File: src/rtl/cbus_rr_arbiter_pkg.sv
// Shared cache-bus types and arbiter state encoding.
package cbus_rr_arbiter_pkg;

    typedef struct packed {
        logic        valid;
        logic        write;
        logic [31:0] addr;
        logic [31:0] wdata;
    } cbus_req_t;

    typedef struct packed {
        logic        ready;
        logic        last;
        logic [31:0] rdata;
    } cbus_resp_t;

    typedef enum logic {
        ST_IDLE = 1'b0,
        ST_BUSY = 1'b1
    } arb_state_e;

endpackage

File: src/rtl/cbus_rr_arbiter_rr_pick.sv
// Combinational picker: first valid index at or after the start pointer, wrapping.
module rr_pick #(
    parameter int  NUM_INPUTS = 2,
    parameter int  RR_MODE    = 1,
    localparam int IDX_W      = $clog2(NUM_INPUTS)
) (
    input  logic [NUM_INPUTS-1:0] valid_i,
    input  logic [IDX_W-1:0]      ptr_i,
    output logic                  any_o,
    output logic [IDX_W-1:0]      sel_o
);

    // Scan offsets from farthest to nearest so the nearest valid index is the last one written.
    always_comb begin
        logic [IDX_W-1:0] start;
        logic [IDX_W:0]   idx;
        any_o = 1'b0;
        sel_o = '0;
        start = (RR_MODE != 0) ? ptr_i : '0;
        idx   = '0;
        for (int k = NUM_INPUTS - 1; k >= 0; k--) begin
            idx = {1'b0, start} + (IDX_W+1)'(k);
            if (idx >= (IDX_W+1)'(NUM_INPUTS)) begin
                idx = idx - (IDX_W+1)'(NUM_INPUTS);
            end
            if (valid_i[idx[IDX_W-1:0]]) begin
                any_o = 1'b1;
                sel_o = idx[IDX_W-1:0];
            end
        end
    end

endmodule

File: src/rtl/cbus_rr_arbiter.sv
// N-to-1 cache-bus arbiter: holds a grant for a whole burst, fixed or round-robin policy.
module cbus_rr_arbiter
    import cbus_rr_arbiter_pkg::*;
#(
    parameter int NUM_INPUTS = 2,
    parameter int RR_MODE    = 1,
    parameter int CNT_W      = 16
) (
    input  logic                                 clk,
    input  logic                                 reset,
    input  cbus_req_t  [NUM_INPUTS-1:0]          ireqs,
    output cbus_resp_t [NUM_INPUTS-1:0]          iresps,
    output cbus_req_t                            oreq,
    input  cbus_resp_t                           oresp,
    output logic       [NUM_INPUTS-1:0]          grant,
    output logic                                 busy,
    output logic       [NUM_INPUTS-1:0][CNT_W-1:0] done_cnt
);

    localparam int IDX_W = $clog2(NUM_INPUTS);

    arb_state_e                        state_q, state_d;
    logic [IDX_W-1:0]                  sel_q, sel_d;
    logic [IDX_W-1:0]                  ptr_q, ptr_d;
    logic [NUM_INPUTS-1:0]             grant_q, grant_d;
    logic [NUM_INPUTS-1:0][CNT_W-1:0]  cnt_q;

    logic [NUM_INPUTS-1:0] req_valid;
    logic                  pick_any;
    logic [IDX_W-1:0]      pick_sel;
    logic [IDX_W-1:0]      pick_ptr;
    logic                  done_evt;

    // Gather the valid bits of every master for the picker.
    always_comb begin
        req_valid = '0;
        for (int i = 0; i < NUM_INPUTS; i++) begin
            req_valid[i] = ireqs[i].valid;
        end
    end

    // Fixed priority always searches from index 0.
    assign pick_ptr = (RR_MODE != 0) ? ptr_q : '0;

    rr_pick #(
        .NUM_INPUTS (NUM_INPUTS),
        .RR_MODE    (RR_MODE)
    ) u_pick (
        .valid_i (req_valid),
        .ptr_i   (pick_ptr),
        .any_o   (pick_any),
        .sel_o   (pick_sel)
    );

    assign done_evt = (state_q == ST_BUSY) && oresp.ready && oresp.last;

    // State, selection, pointer and grant registers.
    always_ff @(posedge clk) begin
        if (reset) begin
            state_q <= ST_IDLE;
            sel_q   <= '0;
            ptr_q   <= '0;
            grant_q <= '0;
        end else begin
            state_q <= state_d;
            sel_q   <= sel_d;
            ptr_q   <= ptr_d;
            grant_q <= grant_d;
        end
    end

    // Next state: grant in IDLE, release only on the final response beat.
    always_comb begin
        state_d = state_q;
        sel_d   = sel_q;
        ptr_d   = ptr_q;
        grant_d = grant_q;
        case (state_q)
            ST_IDLE: begin
                grant_d = '0;
                if (pick_any) begin
                    state_d           = ST_BUSY;
                    sel_d             = pick_sel;
                    grant_d[pick_sel] = 1'b1;
                    ptr_d             = (pick_sel == IDX_W'(NUM_INPUTS - 1)) ? '0
                                                                             : pick_sel + IDX_W'(1);
                end
            end
            ST_BUSY: begin
                if (done_evt) begin
                    state_d = ST_IDLE;
                    grant_d = '0;
                end
            end
            default: begin
                state_d = ST_IDLE;
                grant_d = '0;
            end
        endcase
    end

    // Per-master completion counters, wrapping naturally at 2^CNT_W.
    always_ff @(posedge clk) begin
        if (reset) begin
            cnt_q <= '0;
        end else if (done_evt) begin
            cnt_q[sel_q] <= cnt_q[sel_q] + CNT_W'(1);
        end
    end

    // Route the selected master through; everything else reads as zero.
    always_comb begin
        oreq   = '0;
        iresps = '0;
        if (state_q == ST_BUSY) begin
            oreq          = ireqs[sel_q];
            iresps[sel_q] = oresp;
        end
    end

    assign grant    = grant_q;
    assign busy     = (state_q == ST_BUSY);
    assign done_cnt = cnt_q;

endmodule

File: config.mk
export PLATFORM = sky130hd
export DESIGN_NAME = cbus_rr_arbiter
export DESIGN_NICKNAME = d
export VERILOG_FILES = /design/src/rtl/cbus_rr_arbiter_pkg.sv /design/src/rtl/cbus_rr_arbiter_rr_pick.sv /design/src/rtl/cbus_rr_arbiter.sv
export SDC_FILE = /design/constraint.sdc
export NUM_CORES = 1
export LEC_CHECK = 0
export CAP_MARGIN = 5
export CELL_PAD_IN_SITES_DETAIL_PLACEMENT = 1
export CELL_PAD_IN_SITES_GLOBAL_PLACEMENT = 2
export CORE_AREA = 2 2 156 158
export DETAILED_ROUTE_END_ITERATION = 8
export DIE_AREA = 0 0 158 160
export PLACE_DENSITY_LB_ADDON = 0.1
export SYNTH_ARGS = -nofsm -noshare
export SYNTH_HDL_FRONTEND = slang
export SYNTH_HIERARCHICAL = 1
export SYNTH_SLANG_ARGS = --single-unit
File: constraint.sdc
create_clock -name clk -period 5.1 [get_ports clk]
set_input_delay 1.02 -clock clk [delete_from_list [all_inputs] [get_ports clk]]
set_output_delay 1.02 -clock clk [all_outputs]
set_load 0.05 [all_outputs]
==> flow_summary.toml <==
[finish]
nNetsFinal = 945
drive_gt1_share_pct = 3.86
area_growth_pct = 102

[timing]
setup_ws_ns = 1.12
worst_pin_slew_ns = 1.14
setup_viol = 0
fmax_mhz = 252
slew_viol_final = 0
finalClockSkew_ns = 0.00852
slew_headroom_pct = 23.9
finalCritPeriodShare_pct = 77.9
finalHoldViolCount = 0
setup_tns_ns = 0
rsz0062_at_grt = "no"
post-route-min-period_ns = 3.98

[synth]
syn_nets = 635
ys_ff_latch = 37
synth_top_family_by_area = "simple AND/OR/NAND/NOR gates"
synth.cell_area_mm2 = 0.00373
synth.largest_area_cell = "dfxtp_1"
ys.flop_type = "dfxtp_1"
synth_cell_type_count = 55
ys_async_sr_fraction_pct = 0
synth_fa_ha_area_share_pct = 0.336
synthMuxAreaShare_pct = 21.4
synthTopCellsByArea = "dfxtp_1 20%, mux2i_1 19%, nor2b_1 12%, and2_1 6.2%, and3_1 6.0%"
synth_top_cells_by_count = "72 x mux2i_1, 70 x nor2b_1, 37 x and2_1, 37 x dfxtp_1, 36 x and3_1"
synth-simple-area-share_pct = 39.5
synth_compound_area_share_pct = 11.6
synthCells = 466
synth.most_common_cell = "mux2i_1"
synth_top_cell_area_share_pct = 19.9
synth_xor_area_share_pct = 1.88
syn_area_per_cell_um2 = 8.00
yosys_warnings = 6
ys_seq_area_share_pct = 19.9
synth_edf_count = 0

[setup_path]
cp-start-kind = "flip-flop"
required_ns = 4.08
reg2regPathDepth = 7
arrival_ns = 2.96
path_max_fanout = 84
crit_path_end_kind = "output pin"
critPathKind = "flip-flop to output pin"

[global_routing]
grt_pass1_wl_mm = 32.4
grt_usage_pct = 17.0
grt_pass1_vias = 4820
grt_max_degree = 85
grt_overflow_total = 0
antenna_found_initial = 2

[route]
drt-met1-wl_mm = 8.97
drc = 0
drt_iter0_drc = 175
wl_met3_mm = 1.55
routedWlPerCell_um = 20.9
postRouteAntennaNets = 0
first_pass_iters = 4
vias_per_cell = 4.29
wl_met2_mm = 12.2
wl_mm = 23.0
vias = 4733
highest_layer = "met5"

[clock_network]
tritoncts = "built"
h-tree-depth = 2
cts_root_buf = "clkbuf_16"
clockBufferDepth = 2
cts_setup_buffers = 0
ctsResizeCount = 0
ctsHoldBuffers = 0
numCtsBuffers = 5
insertion_delay_ns = 0.29
clk_pin_slew_ns = 0.05
cts_num_sinks = 37

[floorplanning]
core-area_mm2 = 0.0238
start_util_pct = 15.7
rows = 57
die_y_um = 160
die_w_um = 158
die_area_mm2 = 0.0253
io_pins = 337

[job]
drv_cap = 0

[placement]
dpl.hpwl_mm = 18.6
io_buffers = 336
dp_worst_setup_slack_ns = 1.37
place_congestion = 0.812

[min_path]
hold-path-cell-count = 2
hold_path_class = "flip-flop to flip-flop"

[outcome]
status = "completed"

[power]
ir_worst_vdd_uv = 124
powerDensity_mw_per_mm2 = 174
p_leak_nw = 2.71
-- placed cells by master (no fill, tap or decap), types with 2 or more instances in the layout --
cell             Yosys  final
or3_1                5      5
clkdlybuf4s50_1      0    336
a311o_1              2      2
nand4b_1             7      7
a32oi_1              5      5
nand3b_1             3      3
nand3_1             11     11
a2111oi_0            2      2
a21oi_1             22     22
a221oi_1             2      2
dfxtp_1             37     35
inv_1                3      3
nor2_1              15     15
and4_1               2      2
buf_4                1      8
mux2i_1             72     72
nor3_1              12     12
nand4_1              3      3
and3_1              36     36
nand2_1             14     14
a22o_1               3      3
clkbuf_16            0      6
and2_1              37     37
and4b_1              2      2
o31ai_1             11     11
mux2_2               7      7
xor2_1               3      3
xnor2_1              5      5
or4_1                7      7
o21ai_0              6      6
nor2b_1             70     70
-- metal layers --
layer  track usage [%]  vias up
met5                 0        -
met1              19.3     2274
li1                  -     2295
met4              2.83        2
met2              32.3      146
met3              3.93       16
-- registers in the layout, indices dropped and copies added, names as in the netlist --
signal and cells:
grant 2, pick_ptr 1, done_cnt 32, sel_q 1
busy 1
-- critical path, cell delays in order, from the launching register on --
cell	delay, ns
dfxtp_4	1.09
buf_4	0.44
mux2i_1	0.12
nor2b_1	0.17
clkdlybuf4s50_1	0.83
-- cells by family (layout without fill, tap and decap cells) --
kind of cell / Yosys count / count (layout)
simple gates: 234 / 234
xor+xnor: 8 / 8
buf+inv: 44 / 355
mux: 79 / 79
compound gates: 63 / 63
other cells: 0 / 1
flops: 37 / 37
fa+ha+maj: 1 / 1
-- per-stage QoR --
stage | total power [W] | instance area [um2] | util [%] | std cells | hold slack [ns]
finish | 0.00131 | 7540 | 31.7 | 1102 | 0.472
global route | 0.00137 | 7540 | 31.7 | 1102 | 0.510
CTS | 0.00133 | 7540 | 31.7 | 1101 | 0.477
detailed placement | 0.000974 | 7370 | 31.0 | 1093 | 0.469
global placement | 0.000970 | 7370 | 31.0 | 1093 | 0.463
floorplan | 0.000673 | 3730 | - | 466 | 0.478
-- where the power goes --
part | internal [W] | switching, W | leakage [nW] | total [W]
sequential | 0.000293 | 0.0000252 | 0.300 | 0.000318
clock | 0.000225 | 0.000125 | 0.0823 | 0.000350
combinational | 0.000284 | 0.000360 | 2.33 | 0.000644
-- layout make-up --
type | count | area, um2
diodes | 1 | 2.50
clock buffers | 8 | 168
fillers | 2820 | 16300
inverters | 3 | 11.3
multi-input cells | 385 | 2790
flip-flops and latches | 37 | 746
well taps | 324 | 405
repair buffers | 344 | 3420
-- worst paths after layout --
| path | startpoint | end | slack [ns] |
|---|---|---|---|
| min reg2reg | grant[1] | grant[1] | 0.47 |
| max | sel_q | oreq[50] | 1.12 |
| max reg2reg | sel_q | done_cnt[24] | 1.98 |
| min | grant[1] | grant[1] | 0.47 |
(Power assumes the default switching activity.)
